**config.mk**
```make
export PLATFORM = sky130hd
export DESIGN_NAME = clint
export DESIGN_NICKNAME = d
export VERILOG_FILES = /design/src/rtl/clint.sv
export SDC_FILE = /design/constraint.sdc
export NUM_CORES = 1
export LEC_CHECK = 0
export ABC_AREA = 1
export CORE_MARGIN = 4
export CORE_UTILIZATION = 45
export DETAILED_ROUTE_END_ITERATION = 10
export PLACE_DENSITY = 0.67
export SLEW_MARGIN = 10
export SYNTH_ARGS = -nofsm -noshare
export SYNTH_HDL_FRONTEND = slang
export SYNTH_SLANG_ARGS = --single-unit
```
**constraint.sdc**
```tcl
create_clock -name clk -period 4.4 [get_ports clk]
set_input_delay 0.88 -clock clk [delete_from_list [all_inputs] [get_ports clk]]
set_output_delay 0.88 -clock clk [all_outputs]
set_load 0.005 [all_outputs]
```
**src/rtl/clint.sv**
```systemverilog
`default_nettype none
// ============================================================================
//  Module   : clint
//  Purpose  : Core-local interruptor. Holds msip, mtimecmp and a free-running
//             mtime counter advanced by a TICK_DIV prescaler. The registers are
//             reached through a byte-addressed load/store port.
//  Ports    : clk, rst_n          - core clock, asynchronous active-low reset
//             clint_we/clint_re   - store/load strobes (address pre-decoded)
//             Addr, MemOP, DataIn - byte address, size/sign code, store data
//             DataOut             - aligned, extended load data
//             mtip, msip          - timer / software interrupt pending
//  Revision : 1.0  initial release
// ============================================================================
module clint #(
    parameter int TICK_DIV = 1
) (
    input  logic        clk,
    input  logic        rst_n,
    input  logic        clint_we,
    input  logic        clint_re,
    input  logic [63:0] Addr,
    input  logic [2:0]  MemOP,
    input  logic [63:0] DataIn,
    output logic [63:0] DataOut,
    output logic        mtip,
    output logic        msip
);

    localparam logic [63:0] MSIP_ADDR     = 64'h0000_0000_0200_0000;
    localparam logic [63:0] MTIMECMP_ADDR = 64'h0000_0000_0200_4000;
    localparam logic [63:0] MTIME_ADDR    = 64'h0000_0000_0200_BFF8;
    localparam logic [15:0] PRESC_MAX     = 16'(TICK_DIV - 1);

    logic [15:0] presc_q,    presc_d;
    logic [63:0] mtime_q,    mtime_d;
    logic [63:0] mtimecmp_q, mtimecmp_d;
    logic        msip_q,     msip_d;

    logic        tick;
    logic        sel_msip, sel_cmp, sel_time;
    logic [7:0]  size_mask;
    logic [15:0] lane_mask_wide;
    logic [7:0]  lane_mask;
    logic [63:0] bit_mask;
    logic [63:0] wdata;
    logic [5:0]  shamt;

    assign sel_msip = (Addr[63:3] == MSIP_ADDR[63:3]);
    assign sel_cmp  = (Addr[63:3] == MTIMECMP_ADDR[63:3]);
    assign sel_time = (Addr[63:3] == MTIME_ADDR[63:3]);

    assign tick  = (presc_q == PRESC_MAX);
    assign shamt = {Addr[2:0], 3'b000};

    always_comb begin
        size_mask = 8'hFF;
        case (MemOP[1:0])
            2'd3:    size_mask = 8'h01;
            2'd2:    size_mask = 8'h03;
            2'd1:    size_mask = 8'h0F;
            default: size_mask = 8'hFF;
        endcase
    end

    // Shift in a wider vector so lanes pushed past byte 7 simply fall off.
    assign lane_mask_wide = {8'h00, size_mask} << Addr[2:0];
    assign lane_mask      = lane_mask_wide[7:0];
    assign wdata          = DataIn << shamt;

    for (genvar gi = 0; gi < 8; gi++) begin : g_bit_mask
        assign bit_mask[8*gi +: 8] = {8{lane_mask[gi]}};
    end

    // ---------------- next-state ----------------
    always_comb begin
        presc_d    = tick ? 16'd0 : presc_q + 16'd1;
        mtime_d    = mtime_q;
        mtimecmp_d = mtimecmp_q;
        msip_d     = msip_q;

        // A store to mtime overrides the tick increment for that cycle.
        if (clint_we && sel_time)
            mtime_d = (mtime_q & ~bit_mask) | (wdata & bit_mask);
        else if (tick)
            mtime_d = mtime_q + 64'd1;

        if (clint_we && sel_cmp)
            mtimecmp_d = (mtimecmp_q & ~bit_mask) | (wdata & bit_mask);

        // Only bit 0 of the msip word is implemented.
        if (clint_we && sel_msip && lane_mask[0])
            msip_d = wdata[0];
    end

    always_ff @(posedge clk or negedge rst_n) begin
        if (!rst_n) begin
            presc_q    <= 16'd0;
            mtime_q    <= 64'd0;
            mtimecmp_q <= 64'hFFFF_FFFF_FFFF_FFFF;
            msip_q     <= 1'b0;
        end else begin
            presc_q    <= presc_d;
            mtime_q    <= mtime_d;
            mtimecmp_q <= mtimecmp_d;
            msip_q     <= msip_d;
        end
    end

    // ---------------- read path ----------------
    logic [63:0] rd_word;
    logic        rd_hit;
    logic [63:0] rd_shift;
    logic [63:0] rd_ext;

    always_comb begin
        rd_word = 64'd0;
        rd_hit  = 1'b0;
        if (sel_msip) begin
            rd_word = {63'd0, msip_q};
            rd_hit  = 1'b1;
        end else if (sel_cmp) begin
            rd_word = mtimecmp_q;
            rd_hit  = 1'b1;
        end else if (sel_time) begin
            rd_word = mtime_q;
            rd_hit  = 1'b1;
        end
    end

    assign rd_shift = rd_word >> shamt;

    always_comb begin
        rd_ext = rd_shift;
        case (MemOP[1:0])
            2'd3:    rd_ext = {{56{MemOP[2] & rd_shift[7]}},  rd_shift[7:0]};
            2'd2:    rd_ext = {{48{MemOP[2] & rd_shift[15]}}, rd_shift[15:0]};
            2'd1:    rd_ext = {{32{MemOP[2] & rd_shift[31]}}, rd_shift[31:0]};
            default: rd_ext = rd_shift;
        endcase
    end

    assign DataOut = (clint_re && rd_hit) ? rd_ext : 64'd0;
    assign mtip    = (mtime_q >= mtimecmp_q);
    assign msip    = msip_q;

endmodule
`default_nettype wire

```
==> metrics.txt, run 1 <==
Clk Tree Root Cell=clkbuf_16; Max-slew headroom=0.236; Initial Utilization=0.457; GR Util All Layers=0.407; IO Count=201; final std cells w/o fill=3254; Syn Inst Count=2523; Synth Net Count=2725; ys flop type=dfrtp_1; initial DRC count=2510; placed cells=3207; fmax=232 MHz; max-cap violation count=0; synth warn=0; EDFF count, synth=0; post-synthesis xor/xnor area fraction=0.0314; Peak supply drop=0.235 mV; die extent in y=193 um; largest family of logic cells by synthesized area=simple AND/OR/NAND/NOR gates; post-route ant nets=0; Post-CTS Hold Fix Bufs=0; unique cell type count in the Yosys netlist=56; GPL Wtd Cong=1.11; initial antenna violation count=3; Pwr Total=3680 uW; Setup TNS=0 ns; measured slew at the worst slew-check pin=1.13 ns; DRC=0; Critical Path RT=3.52 ns; drt via density=6.06; die footprint=37100 um2; power density cells=184 nW/um2; Layout area overhead=30.1%; most common cell after layout, fill and taps aside=nand2_1; vias=19.7k; fin util=0.595; CP max FO=5; endpoints failing setup=0; critical path class=in -> out; P_leak=0.00982 uW; largest net degree at the start of global routing=107; DR WL/cell=24.1 um; post-synthesis compound-gate area fraction=0.194; die width=193 um; final wirelength=78400 um; status=finished clean; post-synthesis cell area=15300 um2; CTS max path bufs=2; ratio of cells with drive above 1 in the final layout=0.147; IO Port Bufs=200; Core Area=33500 um2; Seq cells post-synth=145; remaining global-route overflow=0; synthesized area per cell=6.07 um2; most frequent cells in the layout=nand2_1, inv_1, nor2_1; final net count=2993; Worst Setup End Kind=output port; final setup skew=0.0172 ns; sequential fraction of the synthesis area=0.242; Clock H-tree levels=4; Worst-path clk slew=0.06 ns; Final Max Tran Viols=0; # rows=67; CTS tree=yes; CTS sink count=145; fin crit share=0.978; Num CTS Buffers=17; global-route wire length before repair=113000 um; Final min period=4.30 ns; worst skew pair latency=0.45 ns; ys async rst share=1.00; DRT Pass-1 Iters=9; class of the worst hold path=reg -> reg; mux contribution to synthesized area=0.0105; Post-DP HPWL=62500 um; simple-gate share of the synthesized area=0.366; vias in the first global route=18.2k; CP Launch Type=input port; Fin. Hold Viols=0; CP Data Arrival Time=3.42 ns; total of fill cells in the finished design=3271; synthesized-area fraction occupied by adder cells=0.0547
[cells by family (layout without fill, tap and decap cells)]
family	count (synthesis)	in the layout
mux	15	15
fa+ha+maj	67	67
flops	145	145
compound gates	519	519
other cells	0	2
simple gates	1327	1327
buf+inv	395	676
xor+xnor	55	55
[final timing paths]
check,slack (ns),from,endpoint,cells past startpoint
worst max-delay path,0.1,Addr[17],DataOut[11],21
worst min-delay path,0.47,presc_q[0],presc_q[0],1
worst max register to register,1.32,register,register,14
worst min register to register,0.47,presc_q[0],presc_q[0],1
max in group asynchronous,2.81,rst_n,async pin,2
min in group asynchronous,0.59,rst_n,presc_q[7],1
[cell type report]
| class | count | area [um2] | share of cell area |
|---|---|---|---|
| Timing Repair Buffer | 363 | 3570 | 0.179 |
| Antenna cell | 2 | 5.00 | 0.000251 |
| Inverter | 281 | 1070 | 0.0535 |
| Clock buffer | 17 | 425 | 0.0213 |
| Multi-Input combinational cell | 1983 | 10400 | 0.521 |
| Clock inverter | 15 | 208 | 0.0104 |
| Sequential cell | 145 | 3710 | 0.186 |
| Tap cell | 448 | 561 | 0.0281 |
[per-layer routing]
metal  track usage  vias to the layer above  part of all wire
met2         0.614                     1375              0.42
met4         0.253                        4             0.078
met5             0                        -           0.00033
met1         0.527                     9106              0.38
met3        0.0953                      309              0.12
li1              -                     8918                 -
[report_power, final]
group | switching [uW] | total [uW] | leakage, uW | internal, uW
sequential | 0.00000000000557 | 1330 | 0.00171 | 1330
combinational | 486 | 750 | 0.00780 | 264
clock | 764 | 1590 | 0.000307 | 829
[timing repair]
| item | CTS | global route |
|---|---|---|
| cloned | 2 | 1 |
| pin swaps | 23 | 57 |
| gates resized for setup | 123 | 136 |
| buffers inserted | 4 | 6 |
| setup endpoints to repair | 63 | 65 |
[critical path, cell delays in order]
cell            delay, ns
dlymetal6s2s_1       0.13
nor2_2               0.18
buf_4                0.15
nand3_1              0.06
nor2_1               0.14
nand2_2              0.09
nor2_4               0.16
nand2_4              0.08
clkinv_4             0.08
buf_12               0.14
buf_4                0.11
buf_4                0.10
nand2_1              0.10
o211ai_1             0.18
nand3_1              0.17
o21ai_2              0.12
nand2_1              0.08
nand2_1              0.13
nor2_1               0.05
nor2_1               0.07
dlygate4sd2_1        0.24
[synthesized netlist by cell type (all sizes together), types with 3 or more instances]
cell | n | area, um2
a211oi | 11 | 82.6
a21oi | 116 | 581
a22o | 3 | 26.3
a22oi | 16 | 120
a31oi | 9 | 56.3
and3 | 3 | 18.8
buf | 54 | 277
clkbuf | 60 | 225
dfrtp | 81 | 2030
dfstp | 64 | 1680
ha | 67 | 838
inv | 281 | 1050
mux2 | 9 | 101
mux2i | 6 | 60.1
nand2 | 732 | 2760
nand3 | 160 | 806
nand3b | 9 | 71.3
nand4 | 48 | 300
nor2 | 287 | 1170
nor3 | 63 | 325
nor4 | 18 | 119
o2111ai | 6 | 52.6
o211ai | 49 | 368
o21ai | 273 | 1390
o221ai | 9 | 78.8
o22ai | 10 | 62.6
o311ai | 7 | 61.3
or2 | 5 | 31.3
xnor2 | 9 | 78.8
xor2 | 46 | 403
[per-stage QoR]
step | hold slack, ns | area (um2) | setup slack, ns
after floorplan | 0.430 | 15300 | 0.914
after global routing | 0.493 | 19900 | -0.0131
after detailed placement | 0.454 | 18700 | -0.686
after CTS | 0.463 | 19500 | -0.222
final | 0.466 | 19900 | 0.0951
after global placement | 0.454 | 18700 | -0.656
(Power assumes the default switching activity.)
==> run 2: changes to the inputs <==
--- a/config.mk
+++ b/config.mk
@@ -10,6 +10,7 @@
 export CORE_UTILIZATION = 45
 export DETAILED_ROUTE_END_ITERATION = 10
 export PLACE_DENSITY = 0.67
+export SKIP_CTS_REPAIR_TIMING = 1
 export SLEW_MARGIN = 10
 export SYNTH_ARGS = -nofsm -noshare
 export SYNTH_HDL_FRONTEND = slang
==> metrics.txt, run 2 (synthesis results as in run 1) <==
CP Data Arrival Time=3.77 ns (+0.35 ns); Num CTS Buffers=17 (unchanged); routing usage on met3=0.0961 (+0.000724); die width=193 um (unchanged); DRT Pass-1 Iters=6 (-3); GR peak layer=met2; Max-slew headroom=0.250 (+0.0133); fmax=215 MHz (-7.4%); endpoints failing setup=20 (+20); Final min period=4.65 ns (+0.342 ns); P_leak=0.0102 uW (+3.6%); worst skew pair latency=0.45 ns (about the same); Critical Path RT=3.52 ns (about the same); Clock H-tree levels=4 (unchanged); M2 GR Usage=0.603 (-0.0112); global-route wire length before repair=111000 um (-1.0%); RSZ-0062 raised after global routing=yes; most common cell after layout, fill and taps aside=nand2_1; total of fill cells in the finished design=3194 (-2.4%); fin crit share=1.06 (+0.0778); placed cells=3207 (unchanged); Worst Setup Slack, final=-0.247 ns (-0.342 ns); CP Launch Type=input port; Setup TNS=-1.24 ns (-1.24 ns); critical path class=in -> out; CTS max path bufs=2 (unchanged); GR Util All Layers=0.403 (-0.00432); vias=19.7k (+0.020%); final setup skew=0.0140 ns (-0.00326 ns); CTS tree=yes; die footprint=37100 um2 (unchanged); measured slew at the worst slew-check pin=1.12 ns (-0.0197 ns); reg2reg path depth=11 (-3); Post-DP HPWL=62500 um (unchanged); final wirelength=78400 um (about the same); GPL Wtd Cong=1.11 (unchanged); r2r setup slk=1.15 ns (-0.17 ns); remaining global-route overflow=0 (unchanged); max-cap violation count=0 (unchanged); Hold Startpoint=presc_q[0]; IO Count=201 (unchanged); vias in the first global route=18.0k (-0.98%); number of cells on the worst hold path=1 (unchanged); grt met1 use=0.522 (-0.00417); die extent in y=193 um (unchanged); DRC=0 (unchanged); initial antenna violation count=0 (-3); most frequent cells in the layout=nand2_1, inv_1, nor2_1; Clk Tree Root Cell=clkbuf_16; ratio of cells with drive above 1 in the final layout=0.164 (+0.0173); DR WL/cell=24.1 um (about the same); Initial Utilization=0.457 (unchanged); # rows=67 (unchanged); Peak supply drop=0.235 mV (about the same); Worst-path clk slew=0.06 ns (about the same); pre-CTS setup slack=-0.686 ns (unchanged); CP max FO=8 (+3); fin util=0.605 (+0.0100); initial DRC count=2522 (+0.48%); Layout area overhead=32.3%; power density cells=182 nW/um2 (-1.4%); IO Port Bufs=200 (unchanged); final std cells w/o fill=3256 (+0.061%); Worst Setup End Kind=output port; status=complete, but fails checks; drt via density=6.06 (about the same); largest net degree at the start of global routing=107 (unchanged); Final Max Tran Viols=0 (unchanged); WHS Endpoint=presc_q[0]; final net count=2996 (+0.10%); post-route ant nets=0 (unchanged); failing checks=negative setup slack; CTS sink count=145 (unchanged); Fin. Hold Viols=0 (unchanged); Core Area=33500 um2 (unchanged); class of the worst hold path=reg -> reg
==> run 2: how the worst max path moves through the flow <==
stage	startpoint	endpoint	slack, ns	cells past startpoint
after CTS	Addr[37]	DataOut[6]	-0.69	14
final	Addr[24]	DataOut[50]	-0.25	17
after detailed placement	Addr[37]	DataOut[6]	-0.69	14
after floorplan	Addr[37]	DataOut[61]	0.91	16
after global placement	Addr[37]	DataOut[6]	-0.66	14
after global routing	Addr[24]	DataOut[20]	-0.44	19
==> run 2: worst max-delay path: stages <==
cell and delay [ns]:
clkdlybuf4s50_1 0.45, nor2_1 0.15, nand3_1 0.10, nor2_1 0.13
nand2_2 0.12, nor2_4 0.17, buf_6 0.17, nand3_1 0.12
nand3_1 0.17, nand3_1 0.11, nand3_1 0.12, nand3_1 0.10
nand2_2 0.10, o21bai_4 0.11, clkbuf_16 0.18, nor2_2 0.07
clkdlybuf4s50_1 0.49
==> run 2: final cells by class <==
type,instances,area (um2),area share
clock inverter,15,208,0.0102
clock buffer,17,425,0.0210
multi-input combinational,1983,10600,0.523
timing repair buffer,366,3700,0.182
tap,448,561,0.0276
inverter,281,1070,0.0527
antenna,1,2.50,0.000123
sequential,145,3710,0.183
==> run 2: stage by stage <==
stage / power (uW) / area [um2] / hold WS, ns
floorplan: 1680 / 15300 / 0.430
global placement: 2060 / 18700 / 0.454
detailed placement: 2060 / 18700 / 0.454
finish: 3690 / 20300 / 0.466
global route: 3790 / 20300 / 0.493
CTS: 3630 / 19300 / 0.463
==> run 2: power breakdown <==
group          internal, uW  leakage [uW]    switching [uW]
clock network           829      0.000307               762
registers              1330       0.00171  0.00000000000572
logic                   270       0.00815               491
total                  2430        0.0102              1250
==> run 2: per-layer routing <==
metal,up-vias,wire length [um]
met5,-,0
met3,281,9110
met2,1336,33200
li1,8916,-
met1,9183,30100
met4,0,6100
==> run 3: changes to the inputs <==
--- a/config.mk
+++ b/config.mk
@@ -6,10 +6,12 @@
 export NUM_CORES = 1
 export LEC_CHECK = 0
 export ABC_AREA = 1
+export ABC_CLOCK_PERIOD_IN_PS = 4400
+export CORE_ASPECT_RATIO = 1.1
 export CORE_MARGIN = 4
-export CORE_UTILIZATION = 45
+export CORE_UTILIZATION = 55
 export DETAILED_ROUTE_END_ITERATION = 10
-export PLACE_DENSITY = 0.67
+export PLACE_DENSITY = 0.8
 export SKIP_CTS_REPAIR_TIMING = 1
 export SLEW_MARGIN = 10
 export SYNTH_ARGS = -nofsm -noshare
==> metrics.txt, run 3 (synthesis results as in run 1) <==
status=complete, but fails checks; failing checks=design-rule violations, negative setup slack; drt via density=6.53 (+7.9%); DR WL/cell=24.4 um (+1.4%); die extent in y=183 um (-4.9%); CP Data Arrival Time=3.81 ns (+0.04 ns); die footprint=30600 um2 (-17%); CTS max path bufs=2 (unchanged); Worst Setup Slack, final=-0.290 ns (-0.0421 ns); DRT Pass-1 Iters=11 (+5); global-route wire length before repair=109000 um (-1.8%); Max-slew headroom=0.331 (+0.0809); class of the worst hold path=in -> async; Num CTS Buffers=17 (unchanged); Power Internal=2520 uW (+3.6%); remaining global-route overflow=0 (unchanged); fmax=213 MHz (-0.90%); Pwr Total=3640 uW (-1.4%); final std cells w/o fill=3177 (-2.4%); placed cells=3119 (-2.7%); Clock H-tree levels=4 (unchanged); switch share=0.307 (-0.0331); most common cell after layout, fill and taps aside=nand2_1; measured slew at the worst slew-check pin=1.00 ns (-0.111 ns); net switching power figure=1120 uW (-11%); initial antenna violation count=1 (+1); final wirelength=77700 um (-1.0%); ant diodes=0 (-1); endpoints failing setup=29 (+45%); Peak supply drop=0.266 mV (+13%); CTS sink count=145 (unchanged); slowest library cell on the worst path=clkdlybuf4s50_1; placed inst area=18500 um2 (-0.69%); CTS tree=yes; DRC=15 (+15); critical path class=in -> out; sequential share of power=0.367 (+0.005); power density cells=179 nW/um2 (-1.8%); GR Util All Layers=0.461 (+0.0584); most frequent cells in the layout=nand2_1, inv_1, nor2_1; die width=167 um (-13%); GPL Wtd Cong=1.18 (+6.3%); Post-DP HPWL=58400 um (-6.5%); Worst-path clk slew=0.06 ns (about the same); post-route cell area=20400 um2 (+0.40%); final setup skew=0.00999 ns (-0.00399 ns); critical path's largest stage delay=0.56 ns (+0.07 ns); Final min period=4.69 ns (+0.0421 ns); IO Port Bufs=200 (unchanged); worst skew pair latency=0.45 ns (about the same); Clk Tree Root Cell=clkbuf_16; final net count=3009 (+0.43%); largest net degree at the start of global routing=82 (-23%); CP Launch Type=input port; crit-path most repeated cell=nand3_1; Fin. Hold Viols=0 (unchanged); reg2reg path depth=13 (+2); Critical Path RT=3.52 ns (about the same); vias in the first global route=18.6k (+3.7%); post-route ant nets=0 (unchanged); vias=20.8k (+5.3%); Layout area overhead=32.8%; Worst Setup End Kind=output port; max-cap violation count=0 (unchanged); fin crit share=1.07 (+0.00958); CP Cell Sequence=dlymetal6s2s_1, nor2_1, nand2_1, nor2_2, nand2_4, nor2_8, buf_6, buf_12, buf_12, nand3_2, nand3_1, nand3_1, nand3_1, nand3_1, nand2_1, o21bai_4, clkbuf_16, nor2_1, clkdlybuf4s50_1; Core Area=27200 um2 (-19%); Logic pwr share=0.215 (+0.008); ratio of cells with drive above 1 in the final layout=0.165 (+0.000663); RSZ-0062 raised after global routing=yes; Clk pwr share=0.418 (-0.013); Initial Utilization=0.564 (+0.107); P_leak=0.0102 uW (+0.43%); Final Max Tran Viols=0 (unchanged); CP max FO=8 (unchanged); pre-CTS setup slack=-0.587 ns (+0.0984 ns); # rows=63 (-6.0%); initial DRC count=3926 (+56%); IO Count=201 (unchanged)
==> run 3: cell count changes in the layout (fill, tap and decap cells not counted), moves of 4 or more <==
cell	before	now
nand2_1	700	708
buf_6	4	9
nand3_1	124	118
clkinv_8	6	0
dlymetal6s2s_1	80	96
buf_4	143	150
nand2_2	29	18
clkdlybuf4s50_1	109	96
clkbuf_8	0	5
o21ai_2	21	16
o21ai_1	42	46
inv_8	5	1
==> run 3: metal layers <==
metal | part of all wire | GRT usage | vias to the layer above
met4 | 0.10 | 0.343 | 2
met1 | 0.34 | 0.566 | 9407
met2 | 0.40 | 0.687 | 1898
li1 | - | - | 8939
met3 | 0.15 | 0.139 | 509
met5 | 0.00055 | 0 | -
==> run 3: power by group through the flow <==
stage	sequential (uW)	clock, uW	combinational [uW]
2_1_floorplan	1360	0	320
3_3_place_gp	1360	0	697
3_5_place_dp	1360	0	702
4_1_cts	1340	1510	705
5_1_grt	1340	1580	809
6_report	1340	1520	782
==> run 3: path summary, 6_finish.rpt <==
| check | start | to | slack (ns) |
|---|---|---|---|
| min | rst_n | presc_q[6] | 0.47 |
| min reg2reg | register | register | 0.49 |
| max in group asynchronous | rst_n | async pin | 3.04 |
| max reg2reg | register | register | 1.00 |
| min in group clk | register | register | 0.49 |
| max | Addr[51] | DataOut[36] | -0.29 |
==> run 3: stage by stage <==
step	hold WS [ns]	utilization	TNS, ns
2_1_floorplan	0.430	-	0
3_3_place_gp	0.450	0.682	-17.27
3_5_place_dp	0.479	0.682	-20.91
4_1_cts	0.488	0.704	-22.13
5_1_grt	0.515	0.748	-8.24
6_report	0.474	0.748	-3.44
==> run 3: critical path: cells and delay by family <==
kind | cells | cell delay [ns]
simple gates | 12 | 1.53
buf+inv | 6 | 1.27
compound gates | 1 | 0.12
==> run 3: final cells by class <==
cell class	instances	area, um2
fillers	2191	6840
repair buffers	379	3870
multi-input cells	1983	10700
well taps	357	447
clock buffers	24	502
inverters	281	1070
clock inverters	8	100
flip-flops and latches	145	3710
